--- src/rtl/rstcond_pkg.sv ---
// rstcond_pkg: state encoding, reset cause codes and counter sizing for rst_conditioner
package rstcond_pkg;
  typedef enum logic [1:0] {HOLD, RUN, DB_PRESS, WAIT_REL} state_e;
  typedef enum logic [1:0] {
    CAUSE_POR = 2'b00,
    CAUSE_BTN = 2'b01,
    CAUSE_PLL = 2'b10,
    CAUSE_SW  = 2'b11
  } cause_e;
  localparam logic [7:0] COUNT_MAX = 8'hFF;
  // Width of a counter that has to reach max(a, b) - 1
  function automatic int cnt_width(input int a, input int b);
    return $clog2((a > b ? a : b) + 1);
  endfunction
endpackage

--- src/rtl/rstcond_sync.sv ---
// rstcond_sync: STAGES-deep flop synchronizer for an asynchronous level, cleared to 0 on reset
module rstcond_sync #(
  parameter int STAGES = 2
) (
  input  logic clk_in,
  input  logic rst_n,
  input  logic d_i,
  output logic q_o
);
  logic [STAGES-1:0] sync_q;
  // Shift the raw level through the chain; the oldest sample is the output
  always_ff @(posedge clk_in or negedge rst_n)
    if (!rst_n) sync_q <= '0;
    else sync_q <= (sync_q << 1) | STAGES'(d_i);
  assign q_o = sync_q[STAGES-1];
endmodule

--- src/rtl/rst_conditioner.sv ---
// rst_conditioner: merges POR, PLL lock loss, debounced button and (with RSTCOND_SW_RST_EN) software reset into erst_n
module rst_conditioner
  import rstcond_pkg::*;
#(
  parameter int HOLD_CYC     = 256,
  parameter int DEBOUNCE_CYC = 16000,
  parameter int SYNC_STAGES  = 2
) (
  input  logic       clk_in,
  input  logic       rst_n,
  input  logic       pll_lock,
  input  logic       btn_rst_n,
`ifdef RSTCOND_SW_RST_EN
  input  logic       sw_rst_req,
`endif
  output logic       erst_n,
  output logic       rst_active,
  output logic [1:0] rst_cause,
  output logic [7:0] rst_count
);
  localparam int CW = cnt_width(HOLD_CYC, DEBOUNCE_CYC);
  localparam logic [CW-1:0] HOLD_LAST = CW'(HOLD_CYC - 1);
  localparam logic [CW-1:0] DB_LAST = CW'(DEBOUNCE_CYC - 1);
  logic arm_q;
  logic lock_s, btn_s, sw_req, bump;
  state_e state_q, state_d;
  logic [CW-1:0] cnt_q, cnt_d;
  logic erst_n_q, erst_n_d, rst_active_q;
  cause_e cause_q, cause_d;
  logic [7:0] count_q, count_d;
`ifdef RSTCOND_SW_RST_EN
  assign sw_req = sw_rst_req;
`else
  assign sw_req = 1'b0;
`endif
  // Synchronizers only see the real inputs once reset release has been retimed by arm_q
  rstcond_sync #(.STAGES(SYNC_STAGES)) u_sync_lock (
    .clk_in(clk_in),
    .rst_n (rst_n),
    .d_i   (arm_q & pll_lock),
    .q_o   (lock_s)
  );
  rstcond_sync #(.STAGES(SYNC_STAGES)) u_sync_btn (
    .clk_in(clk_in),
    .rst_n (rst_n),
    .d_i   (arm_q & btn_rst_n),
    .q_o   (btn_s)
  );
  // Next state: PLL loss beats software request beats button; cnt clears on every state change
  always_comb begin
    state_d  = state_q;
    cnt_d    = cnt_q;
    erst_n_d = erst_n_q;
    cause_d  = cause_q;
    bump     = 1'b0;
    case (state_q)
      HOLD:
        if (!(lock_s && btn_s)) cnt_d = '0;
        else if (cnt_q == HOLD_LAST) begin
          state_d  = RUN;
          cnt_d    = '0;
          erst_n_d = 1'b1;
        end else cnt_d = cnt_q + 1'b1;
      RUN, DB_PRESS:
        if (!lock_s || sw_req) begin
          state_d  = HOLD;
          cnt_d    = '0;
          erst_n_d = 1'b0;
          cause_d  = !lock_s ? CAUSE_PLL : CAUSE_SW;
          bump     = 1'b1;
        end else if (state_q == RUN) begin
          if (!btn_s) begin
            state_d = DB_PRESS;
            cnt_d   = '0;
          end
        end else if (btn_s) begin
          state_d = RUN;
          cnt_d   = '0;
        end else if (cnt_q == DB_LAST) begin
          state_d  = WAIT_REL;
          cnt_d    = '0;
          erst_n_d = 1'b0;
          cause_d  = CAUSE_BTN;
          bump     = 1'b1;
        end else cnt_d = cnt_q + 1'b1;
      default:
        if (!btn_s) cnt_d = '0;
        else if (cnt_q == DB_LAST) begin
          state_d = HOLD;
          cnt_d   = '0;
        end else cnt_d = cnt_q + 1'b1;
    endcase
    count_d = (bump && count_q != COUNT_MAX) ? count_q + 8'd1 : count_q;
  end
  // State and registered outputs; rst_n clears everything at once and arm_q retimes its release
  always_ff @(posedge clk_in or negedge rst_n)
    if (!rst_n) begin
      arm_q        <= 1'b0;
      state_q      <= HOLD;
      cnt_q        <= '0;
      erst_n_q     <= 1'b0;
      rst_active_q <= 1'b1;
      cause_q      <= CAUSE_POR;
      count_q      <= '0;
    end else begin
      arm_q        <= 1'b1;
      state_q      <= state_d;
      cnt_q        <= cnt_d;
      erst_n_q     <= erst_n_d;
      rst_active_q <= ~erst_n_d;
      cause_q      <= cause_d;
      count_q      <= count_d;
    end
  assign erst_n     = erst_n_q;
  assign rst_active = rst_active_q;
  assign rst_cause  = cause_q;
  assign rst_count  = count_q;
endmodule
--- config.mk ---
export PLATFORM = sky130hd
export DESIGN_NAME = rst_conditioner
export DESIGN_NICKNAME = d
export VERILOG_FILES = /design/src/rtl/rstcond_pkg.sv /design/src/rtl/rstcond_sync.sv /design/src/rtl/rst_conditioner.sv
export SDC_FILE = /design/constraint.sdc
export NUM_CORES = 1
export LEC_CHECK = 0
export BUFFER_PORTS_ARGS = -buffer_cell sky130_fd_sc_hd__buf_4
export CORE_MARGIN = 2
export CORE_UTILIZATION = 35
export DETAILED_ROUTE_END_ITERATION = 8
export GPL_ROUTABILITY_DRIVEN = 0
export SETUP_SLACK_MARGIN = 0.5
export SYNTH_ARGS = -nofsm -noshare
export SYNTH_HDL_FRONTEND = slang
export SYNTH_HIERARCHICAL = 1
export SYNTH_SLANG_ARGS = --single-unit
--- constraint.sdc ---
create_clock -name clk_in -period 3 [get_ports clk_in]
set_input_delay 0.3 -clock clk_in [delete_from_list [all_inputs] [get_ports clk_in]]
set_output_delay 0.3 -clock clk_in [all_outputs]
set_load 0.03 [all_outputs]
==> impl_metrics.csv, run 1 <==
group,metric,value,unit
clock_network,path_clk_slew,0.07,ns
clock_network,cts_resized,0,
synthesis,syn_inst,172,
power_and_ir_drop,power.density,418,nW/µm²
place,dp_hpwl,2440,µm
route,viasPerCell,4.89,
timing,layout_setup_ws,0.933,ns
final_layout,fin_area,2150,µm²
route,drt_iter0_markers,75,
floorplanning,initial_core_util,36.4,%
worst_setup_path,worst-setup-path-type,"reg -> reg",
power_and_ir_drop,pwr-share-comb,2.6,%
power_and_ir_drop,seq_power_share,50.4,%
final_layout,fill_cells,523,
power_and_ir_drop,ir_drop,197,µV
floorplanning,die_h,76.9,µm
run_status,status,"complete, no violations",
route,drc,0,
final_layout,register_area,827,µm²
global_routing,overflow,0,
worst_setup_path,r2r_start,"cnt_q[1]",
route,drt-total-wl,3310,µm
clock_network,cts_hold_buf,1,
worst_setup_path,critPathMaxFanout,6,
synthesis,ys_ff_latch,33,
synthesis,synth-edff-count,0,
timing,rsz0062_at_grt,"false",
synthesis,syn_area,1860,µm²
clock_network,cts_tree,"built",
timing,fin_skew,0.00379,ns
global_routing,grt_pass1_wl,5970,µm
clock_network,cts_buffers,5,
clock_network,clkSinkCount,33,
global_routing,first_global_vias,1214,
place,dp_slack,0.936,ns
route,antenna_left,0,
final_layout,multi_input_area,981,µm²
worst_setup_path,crit_path_end_kind,"flip-flop",
synthesis,synth_top_area_share,43.1,%
floorplanning,io_pins,16,
power_and_ir_drop,p_clk_share,47.0,%
final_layout,fin_cells,262,
worst_setup_path,rrSetupSlack,0.93,ns
timing,setup_viol,0,
clock_network,ctsRootBufferMaster,"clkbuf_8",
synthesis,synth_fp_nets,182,
synthesis,ys_seq_area_share,44.5,%
synthesis,ys.flop_type,"dfrtp_1",
floorplanning,die_w,76.9,µm
timing,fin_hold_ws,0.224,ns
place,io_buffer_count,15,
power_and_ir_drop,leakagePower,0.965,nW
final_layout,area_growth,15.5,%
worst_setup_path,cp-endpoint,"rst_count[1]",
route,num_vias,1280,
worst_setup_path,r2r_end,"rst_count[1]",
synthesis,synth_area_leaders,"dfrtp_1 (43%), nor2_4 (4.8%), ha_1 (4.0%), xor2_1 (3.8%), nand2_1 (3.4%)",
place,placed_area,2020,µm²
worst_setup_path,r2r_cells,6,
worst_setup_path,worst_ep_arrival_time,2.23,ns
synthesis,synth_warnings,6,
synthesis,syn_avg_cell_area,10.8,µm²
worst_setup_path,crit_required,3.17,ns
clock_network,postCtsSetupBuffers,0,
floorplanning,rows,26,
timing,fin_crit_sh,68.9,%
clock_network,cts_max_level,2,
synthesis,yosys.area.top_type,"dfrtp_1",
final_layout,num-nets-final,201,
power_and_ir_drop,p_sw_share,21.5,%
timing,drv_slew,0,
clock_network,insertion_delay,0.28,ns
worst_setup_path,startpoint,"cnt_q[1]",
route,wire_per_inst,12.6,µm
route,firstDrtPassIters,6,
timing,min_period,2.07,ns
worst_setup_path,startpoint_type,"flip-flop",
synthesis,synth_cell_types,51,
place,dp_cells,253,
floorplanning,core-area,5110,µm²
hold_path,hp-class,"in -> reg",
floorplanning,die-area,5910,µm²
power_and_ir_drop,p_switching,0.193,mW
global_routing,antenna_found_initial,0,
final_layout,drive_gt1_share,25.5,%
clock_network,clockBufferDepth,2,
global_routing,grtUsageTotal,12.6,%
global_routing,grt_start_max_net_pins,34,
final_layout,antenna_cells,0,
timing,fmax,484,MHz
timing,fin_tns_setup,0,ns
synthesis,synth-async-reset-ratio,100,%
power_and_ir_drop,internal_power,0.705,mW
job,cap_violations,0,
timing,final_hold_viol_count,0,
## sequential cells by signal, indices dropped and copies added, names as in the netlist, named ones only
name and flops:
u_sync_btn/sync_q 2, u_sync_lock/sync_q 2, state_q 2, rst_active 1
arm_q 1, rst_cause 2, cnt_q 14, rst_count 8
## cell usage in the layout (no fill, tap or decap), drive strengths merged, types with 2 or more instances in the layout
| cell type | synthesis | final |
|---|---|---|
| nand3 | 11 | 11 |
| o21ai | 8 | 8 |
| a21oi | 2 | 2 |
| ha | 6 | 6 |
| nand4 | 9 | 9 |
| and4 | 3 | 3 |
| xor2 | 8 | 8 |
| nor2b | 3 | 3 |
| dfrtp | 32 | 32 |
| and2 | 4 | 4 |
| nor3 | 3 | 3 |
| nand2 | 17 | 17 |
| xnor2 | 5 | 5 |
| nor2 | 18 | 18 |
| inv | 4 | 4 |
| clkbuf | 1 | 5 |
| a22o | 4 | 4 |
| a22oi | 4 | 4 |
| and3 | 6 | 6 |
| buf | 3 | 15 |
| a21o | 2 | 2 |
| nor3b | 2 | 2 |
| mux2 | 3 | 3 |
## cell usage after synthesis (2+ instances only)
cell type,n
o21ai_2,2
nor2_4,8
ha_1,6
inv_1,4
dfrtp_1,32
and2_1,3
nor3b_2,2
mux2_1,2
a22o_1,4
a21o_1,2
o21ai_1,5
xnor2_1,5
xor2_1,8
and3_1,5
nor2_1,9
nand2_1,17
nand3_1,11
nand4_1,7
a21oi_1,2
a22oi_1,3
nor2b_1,3
nor3_1,2
and4_1,2
## through the flow
stage               utilization, %  power [mW]
global route                  42.1       0.938
floorplan                        -       0.472
CTS                           42.1       0.915
finish                        42.1       0.898
detailed placement            39.6       0.485
global placement              39.6       0.484
## layer usage
metal	global-route usage [%]	routed length, µm	vias to the layer above	share of wire (%)
met3	2.82	75	5	2.3
li1	-	-	652	-
met5	0	0	-	0
met1	17.8	1670	608	51
met4	5.45	48	0	1.5
met2	18.2	1510	15	46
## how the worst min path moves through the flow
stage,startpoint,end,slack (ns),depth (start not counted)
2_1_floorplan,rst_n,async pin,0.004,0
3_3_place_gp,rst_n,cnt_q[3],0.27,1
3_5_place_dp,rst_n,cnt_q[5],0.27,1
4_1_cts,btn_rst_n,u_sync_btn/sync_q[0],0.21,2
5_1_grt,btn_rst_n,u_sync_btn/sync_q[0],0.21,2
6_report,btn_rst_n,u_sync_btn/sync_q[0],0.22,2
## area by class of cell
type                       count  share of cell area [%]
tap                           70                    4.08
clock inverter                 3                    2.15
inverter                       4                   0.699
sequential                    33                    38.5
clock buffer                   5                    3.20
timing repair buffer          16                    5.71
multi-input combinational    131                    45.7
## critical path, cell delays in order, from the launching register on
cell and delay (ns):
dfrtp_1 0.40, ha_1 0.22, and3_1 0.35, nand4_4 0.21, o21ai_2 0.22, and3_1 0.23, mux2_1 0.33
## kinds of logic after synthesis
logic type | after synthesis | synth area share, %
AND/OR/NAND/NOR | 81 | 28.6
flip-flops | 33 | 44.5
AO/OA/AOI/OAI | 26 | 11.4
XOR/XNOR | 13 | 6.12
buffers and inverters | 8 | 2.76
adder cells (fa/ha/maj) | 6 | 4.04
multiplexers | 4 | 2.36
other | 1 | 0.202
## power by group through the flow
| stage | Sequential [mW] | Clock [mW] | Combinational, mW |
|---|---|---|---|
| 4_1_cts | 0.452 | 0.438 | 0.0249 |
| 6_report | 0.452 | 0.422 | 0.0236 |
| 3_3_place_gp | 0.461 | 0 | 0.0237 |
| 5_1_grt | 0.453 | 0.457 | 0.0276 |
| 3_5_place_dp | 0.461 | 0 | 0.0238 |
| 2_1_floorplan | 0.460 | 0 | 0.0119 |
Note: power is estimated with default switching activity, not from simulation.
==> run 2, diff against run 1 <==
==> constraint.sdc (replaced) <==
create_clock -name clk_in -period 1.94 [get_ports clk_in]
set_input_delay 0.194 -clock clk_in [delete_from_list [all_inputs] [get_ports clk_in]]
set_output_delay 0.194 -clock clk_in [all_outputs]
set_load 0.03 [all_outputs]
==> run 2 against run 1 <==
Net effect:
- non-clock buffer count up 26
- combinational power up 110%
- wire length up 11%
- sequential cell count unchanged
- worst setup slack worse by 0.77 ns
- total power up 39%
- final area up 16%
- clock power up 18%
- count of clock-buffer cells in the layout unchanged
- clock skew down 0.00052 ns
- via count up 10%
- register-to-register slack worse by 0.77 ns
- largest cell class unchanged
- highest routed layer unchanged
==> impl_metrics.csv, run 2 (synthesized netlist as in run 1, its figures left out) <==
group,metric,value,unit
global_routing,first_global_vias,1400,
global_routing,antenna_found_initial,0,
global_routing,overflow,0,
place,dp_cells,262,
timing,rsz0062_at_grt,"true",
power_and_ir_drop,power.density,501,nW/µm²
floorplanning,core-area,5110,µm²
clock_network,cts_max_level,2,
global_routing,grtUsageTotal,13.3,%
place,io_buffer_count,15,
clock_network,insertion_delay,0.28,ns
worst_setup_path,crit_path_end_kind,"flip-flop",
final_layout,num-nets-final,227,
power_and_ir_drop,ir_drop,309,µV
final_layout,largest_reg_flops,14,
worst_setup_path,critPathMaxFanout,6,
timing,fin_tns_setup,0,ns
route,firstDrtPassIters,4,
timing,drv_slew,0,
clock_network,clkSinkCount,33,
final_layout,drive_gt1_share,44.5,%
place,dp_hpwl,2500,µm
route,drt_iter0_markers,54,
final_layout,fin_area,2490,µm²
timing,final_hold_viol_count,0,
power_and_ir_drop,leakagePower,1.11,nW
clock_network,path_clk_slew,0.07,ns
worst_setup_path,critPathSlowestCell,"dfrtp_1",
power_and_ir_drop,finalPower,1.25,mW
worst_setup_path,path_delay_family,"simple AND/OR/NAND/NOR gates",
timing,setup_viol,0,
worst_setup_path,max_stage_delay,0.37,ns
timing,fin_crit_sh,91.5,%
global_routing,grt_start_max_net_pins,34,
route,drt-total-wl,3680,µm
floorplanning,initial_core_util,36.4,%
floorplanning,io_pins,16,
timing,layout_setup_ws,0.164,ns
place,dp_slack,0.0574,ns
final_layout,fin_cells,288,
final_layout,area_growth,33.8,%
final_layout,layout.cells.most_common_list,"buf_4 (36), dfrtp_1 (29), nand2_1 (16), nand3_1 (11), nor2_4 (9)",
hold_path,hp-class,"in -> reg",
final_layout,top_register,"cnt_q",
worst_setup_path,cpMostUsedCell,"and3_4",
worst_setup_path,startpoint_type,"flip-flop",
clock_network,cts_buffers,5,
route,wire_per_inst,12.8,µm
floorplanning,rows,26,
final_layout,layout_commonest_cell,"buf_4",
worst_setup_path,worst_ep_arrival_time,1.94,ns
clock_network,ctsRootBufferMaster,"clkbuf_8",
route,viasPerCell,4.90,
worst_setup_path,worst-setup-path-type,"reg -> reg",
timing,fin_skew,0.00327,ns
clock_network,clockBufferDepth,2,
worst_setup_path,path_cells,"ha_2, and3_4, nand4_4, o21ai_4, and3_4, mux2_4",
route,antenna_left,0,
global_routing,grt_pass1_wl,6270,µm
timing,min_period,1.78,ns
worst_setup_path,crit_buf_inv,0,
place,placed_area,2130,µm²
route,num_vias,1411,
worst_setup_path,crit_required,2.11,ns
floorplanning,die_h,76.9,µm
final_layout,antenna_cells,0,
job,cap_violations,0,
clock_network,cts_tree,"built",
run_status,status,"complete, no violations",
timing,fmax,563,MHz
floorplanning,die_w,76.9,µm
route,drc,0,
floorplanning,die-area,5910,µm²
[run 2: worst paths after layout]
check	startpoint	endpoint	slack (ns)	depth (start not counted)
setup / recovery	cnt_q[0]	rst_count[1]	0.16	6
hold / removal	btn_rst_n	u_sync_btn/sync_q[0]	0.12	2
setup reg to reg	cnt_q[0]	rst_count[1]	0.16	6
hold reg to reg	u_sync_lock/sync_q[0]	u_sync_lock/sync_q[1]	0.35	0
max in group asynchronous	rst_n	rst_active	1.22	2
min in group asynchronous	rst_n	cnt_q[13]	0.39	2
[run 2: power by group]
group	total (mW)	internal, mW	switching, mW	leakage (nW)
Clock	0.499	0.247	0.252	0.0439
Combinational	0.0489	0.0186	0.0303	0.616
Sequential	0.699	0.694	0.00507	0.446
Total	1.25	0.960	0.287	1.11
[run 2: what timing repair did]
action,in CTS,in global routing
buffers inserted,9,8
endpoints found under the hold margin,32,0
pin swaps,9,24
hold buffers,1,0
endpoints found under the setup margin,28,28
resized for setup,20,11
[run 2: final cells by class]
type	instances	area, µm²
Clock inverter	3	17.5
Timing Repair Buffer	42	337
Sequential cell	33	831
Fill cell	469	2620
Tap cell	70	87.6
Clock buffer	5	68.8
Inverter	4	15.0
Multi-Input combinational cell	131	1130
[run 2: per-layer routing]
| metal | part of all wire (%) | vias to the layer above | track usage, % | wire [µm] |
|---|---|---|---|---|
| met5 | 0 | - | 0 | 0 |
| met4 | 0.65 | 0 | 4.91 | 24 |
| met3 | 2.8 | 2 | 3.53 | 103 |
| met2 | 52 | 21 | 22.3 | 1920 |
| met1 | 44 | 688 | 16.4 | 1630 |
| li1 | - | 700 | - | - |
[run 2: worst register-to-register path, delay by kind of cell (launching register included)]
kind            cells  cell delay, ns
mux                 1            0.29
flops               1            0.37
compound gates      1            0.19
fa+ha+maj           1            0.19
simple gates        3            0.62
[run 2: metrics by stage]
step           utilization (%)  hold slack [ns]
3_5_place_dp              41.6            0.162
4_1_cts                   46.7            0.113
6_report                  48.7            0.119
2_1_floorplan                -           -0.102
3_3_place_gp              41.6            0.165
5_1_grt                   48.7            0.120
==> run 3, diff against run 2 <==
--- a/config.mk
+++ b/config.mk
@@ -10,6 +10,7 @@
 export CORE_UTILIZATION = 35
 export DETAILED_ROUTE_END_ITERATION = 8
 export GPL_ROUTABILITY_DRIVEN = 0
+export REMOVE_ABC_BUFFERS = 1
 export SETUP_SLACK_MARGIN = 0.5
 export SYNTH_ARGS = -nofsm -noshare
 export SYNTH_HDL_FRONTEND = slang
==> run 3 against run 2 <==
Net effect:
- wire length rose by 9.2%
- register-to-register slack barely moved
- final area rose by 3.3%
- total power rose by 14%
- combinational power rose by 2%
- clock skew rose by 0.0053 ns
- sequential cell count did not move
- cell count rose by 1.7%
- sequential share of layout area fell by 0.91 points
- worst hold slack got worse by 0.0022 ns
- clock power rose by 34%
- via count rose by 2.7%
==> impl_metrics.csv, run 3 (synthesized netlist as in run 1, its figures left out) <==
group,metric,value,unit
route,wire_per_inst,13.7,µm
final_layout,top_register,"cnt_q",
clock_network,cts_buffers,5,
hold_path,min-delay-start,"btn_rst_n",
final_layout,num-nets-final,232,
global_routing,first_global_vias,1468,
final_layout,layout.cells.most_common_list,"buf_4 (41), dfrtp_1 (26), nand2_1 (16), nor2_4 (9), nand3_1 (8)",
global_routing,grtUsageTotal,14.8,%
timing,fin_skew,0.00856,ns
floorplanning,core-area,5110,µm²
final_layout,largest_reg_flops,14,
place,io_buffer_count,15,
timing,fin_tns_setup,0,ns
hold_path,hp-class,"in -> reg",
final_layout,drive_gt1_share,49.3,%
clock_network,cts_max_level,2,
global_routing,overflow,0,
clock_network,cts_tree,"built",
timing,setup_viol,0,
place,dp_hpwl,2590,µm
floorplanning,io_pins,16,
floorplanning,die-area,5910,µm²
hold_path,hold_end,"u_sync_btn/sync_q[0]",
final_layout,antenna_cells,0,
floorplanning,die_w,76.9,µm
clock_network,clockBufferDepth,2,
clock_network,ctsRootBufferMaster,"clkbuf_8",
floorplanning,die_h,76.9,µm
route,firstDrtPassIters,4,
timing,fmax,560,MHz
timing,final_hold_viol_count,0,
worst_setup_path,r2r_start,"cnt_q[8]",
clock_network,path_clk_slew,0.07,ns
global_routing,grt_start_max_net_pins,34,
worst_setup_path,r2r_cells,5,
clock_network,clkSinkCount,33,
worst_setup_path,crit_required,2.12,ns
floorplanning,initial_core_util,36.4,%
power_and_ir_drop,finalPower,1.42,mW
floorplanning,rows,26,
power_and_ir_drop,leakagePower,1.13,nW
worst_setup_path,critPathMaxFanout,8,
timing,drv_slew,0,
route,antenna_left,0,
timing,min_period,1.78,ns
final_layout,area_growth,38.2,%
run_status,status,"complete, no violations",
route,num_vias,1449,
final_layout,layout_commonest_cell,"buf_4",
worst_setup_path,crit_path_end_kind,"flip-flop",
timing,rsz0062_at_grt,"true",
worst_setup_path,startpoint_type,"flip-flop",
route,drt-total-wl,4020,µm
global_routing,grt_pass1_wl,6940,µm
route,drc,0,
worst_setup_path,worst_ep_arrival_time,1.96,ns
worst_setup_path,r2r_end,"cnt_q[5]",
timing,fin_crit_sh,92.0,%
power_and_ir_drop,power.density,553,nW/µm²
route,viasPerCell,4.95,
worst_setup_path,worst-setup-path-type,"reg -> reg",
global_routing,antenna_found_initial,0,
clock_network,insertion_delay,0.29,ns
final_layout,fin_cells,293,
power_and_ir_drop,ir_drop,318,µV
hold_path,hold_path_depth,2,
route,drt_iter0_markers,44,
worst_setup_path,rrSetupSlack,0.16,ns
place,dp_cells,263,
job,cap_violations,0,
[run 3: changes by cell type in the layout (fill, tap and decap cells not counted), sizes merged]
cell	delta
bufinv	+1
clkbuf	+2
buf	+5
clkinvlp	-1
clkinv	-2
[run 3: repair_timing]
item                       CTS  global route
setup buffers               14             7
setup endpoints to repair   28            28
pin swaps                   27            15
hold endpoints to repair    32             0
resized for setup           40             8
hold buffers                 1             0
[run 3: final cells by class]
| class | count | area [µm²] |
|---|---|---|
| timing repair buffer | 47 | 374 |
| inverter | 4 | 15.0 |
| sequential | 33 | 835 |
| clock buffer | 7 | 86.3 |
| clock inverter | 1 | 30.0 |
| tap | 70 | 87.6 |
| multi-input combinational | 131 | 1140 |
| fill | 481 | 2540 |
[run 3: stage by stage]
step	setup WS (ns)	area, µm²	hold slack, ns	util [%]
final	0.156	2570	0.116	50.3
after global routing	0.0824	2570	0.119	50.3
after CTS	0.172	2480	0.114	48.6
after detailed placement	0.0247	2100	0.168	41.1
after global placement	0.0130	2100	0.165	41.1
after floorplan	0.0794	1820	-0.102	-
[run 3: routing by layer]
layer,part of all wire (%),track usage (%)
met4,2.5,8.00
met5,0,0
met1,46,19.4
met3,2.8,3.06
met2,49,22.9
[run 3: power breakdown]
group          internal (mW)  leakage [nW]  switching (mW)
logic                 0.0205         0.633          0.0293
clock network          0.418        0.0585           0.253
registers              0.694         0.441         0.00671
[run 3: worst max path at each step]
stage | start | slack (ns) | cells after the start | to
2_1_floorplan | cnt_q[0] | 0.08 | 6 | rst_count[1]
3_3_place_gp | cnt_q[8] | 0.01 | 5 | cnt_q[3]
3_5_place_dp | cnt_q[8] | 0.02 | 5 | cnt_q[5]
4_1_cts | cnt_q[8] | 0.17 | 5 | cnt_q[5]
5_1_grt | cnt_q[8] | 0.08 | 5 | cnt_q[5]
6_report | cnt_q[8] | 0.16 | 5 | cnt_q[5]
[run 3: worst max-delay path, cell delays in order, from the launching register on]
cell and delay, ns:
dfrtp_2 0.45, nor4_4 0.37, nand4_4 0.17, a22oi_4 0.28, and2_4 0.35, nor2_4 0.04
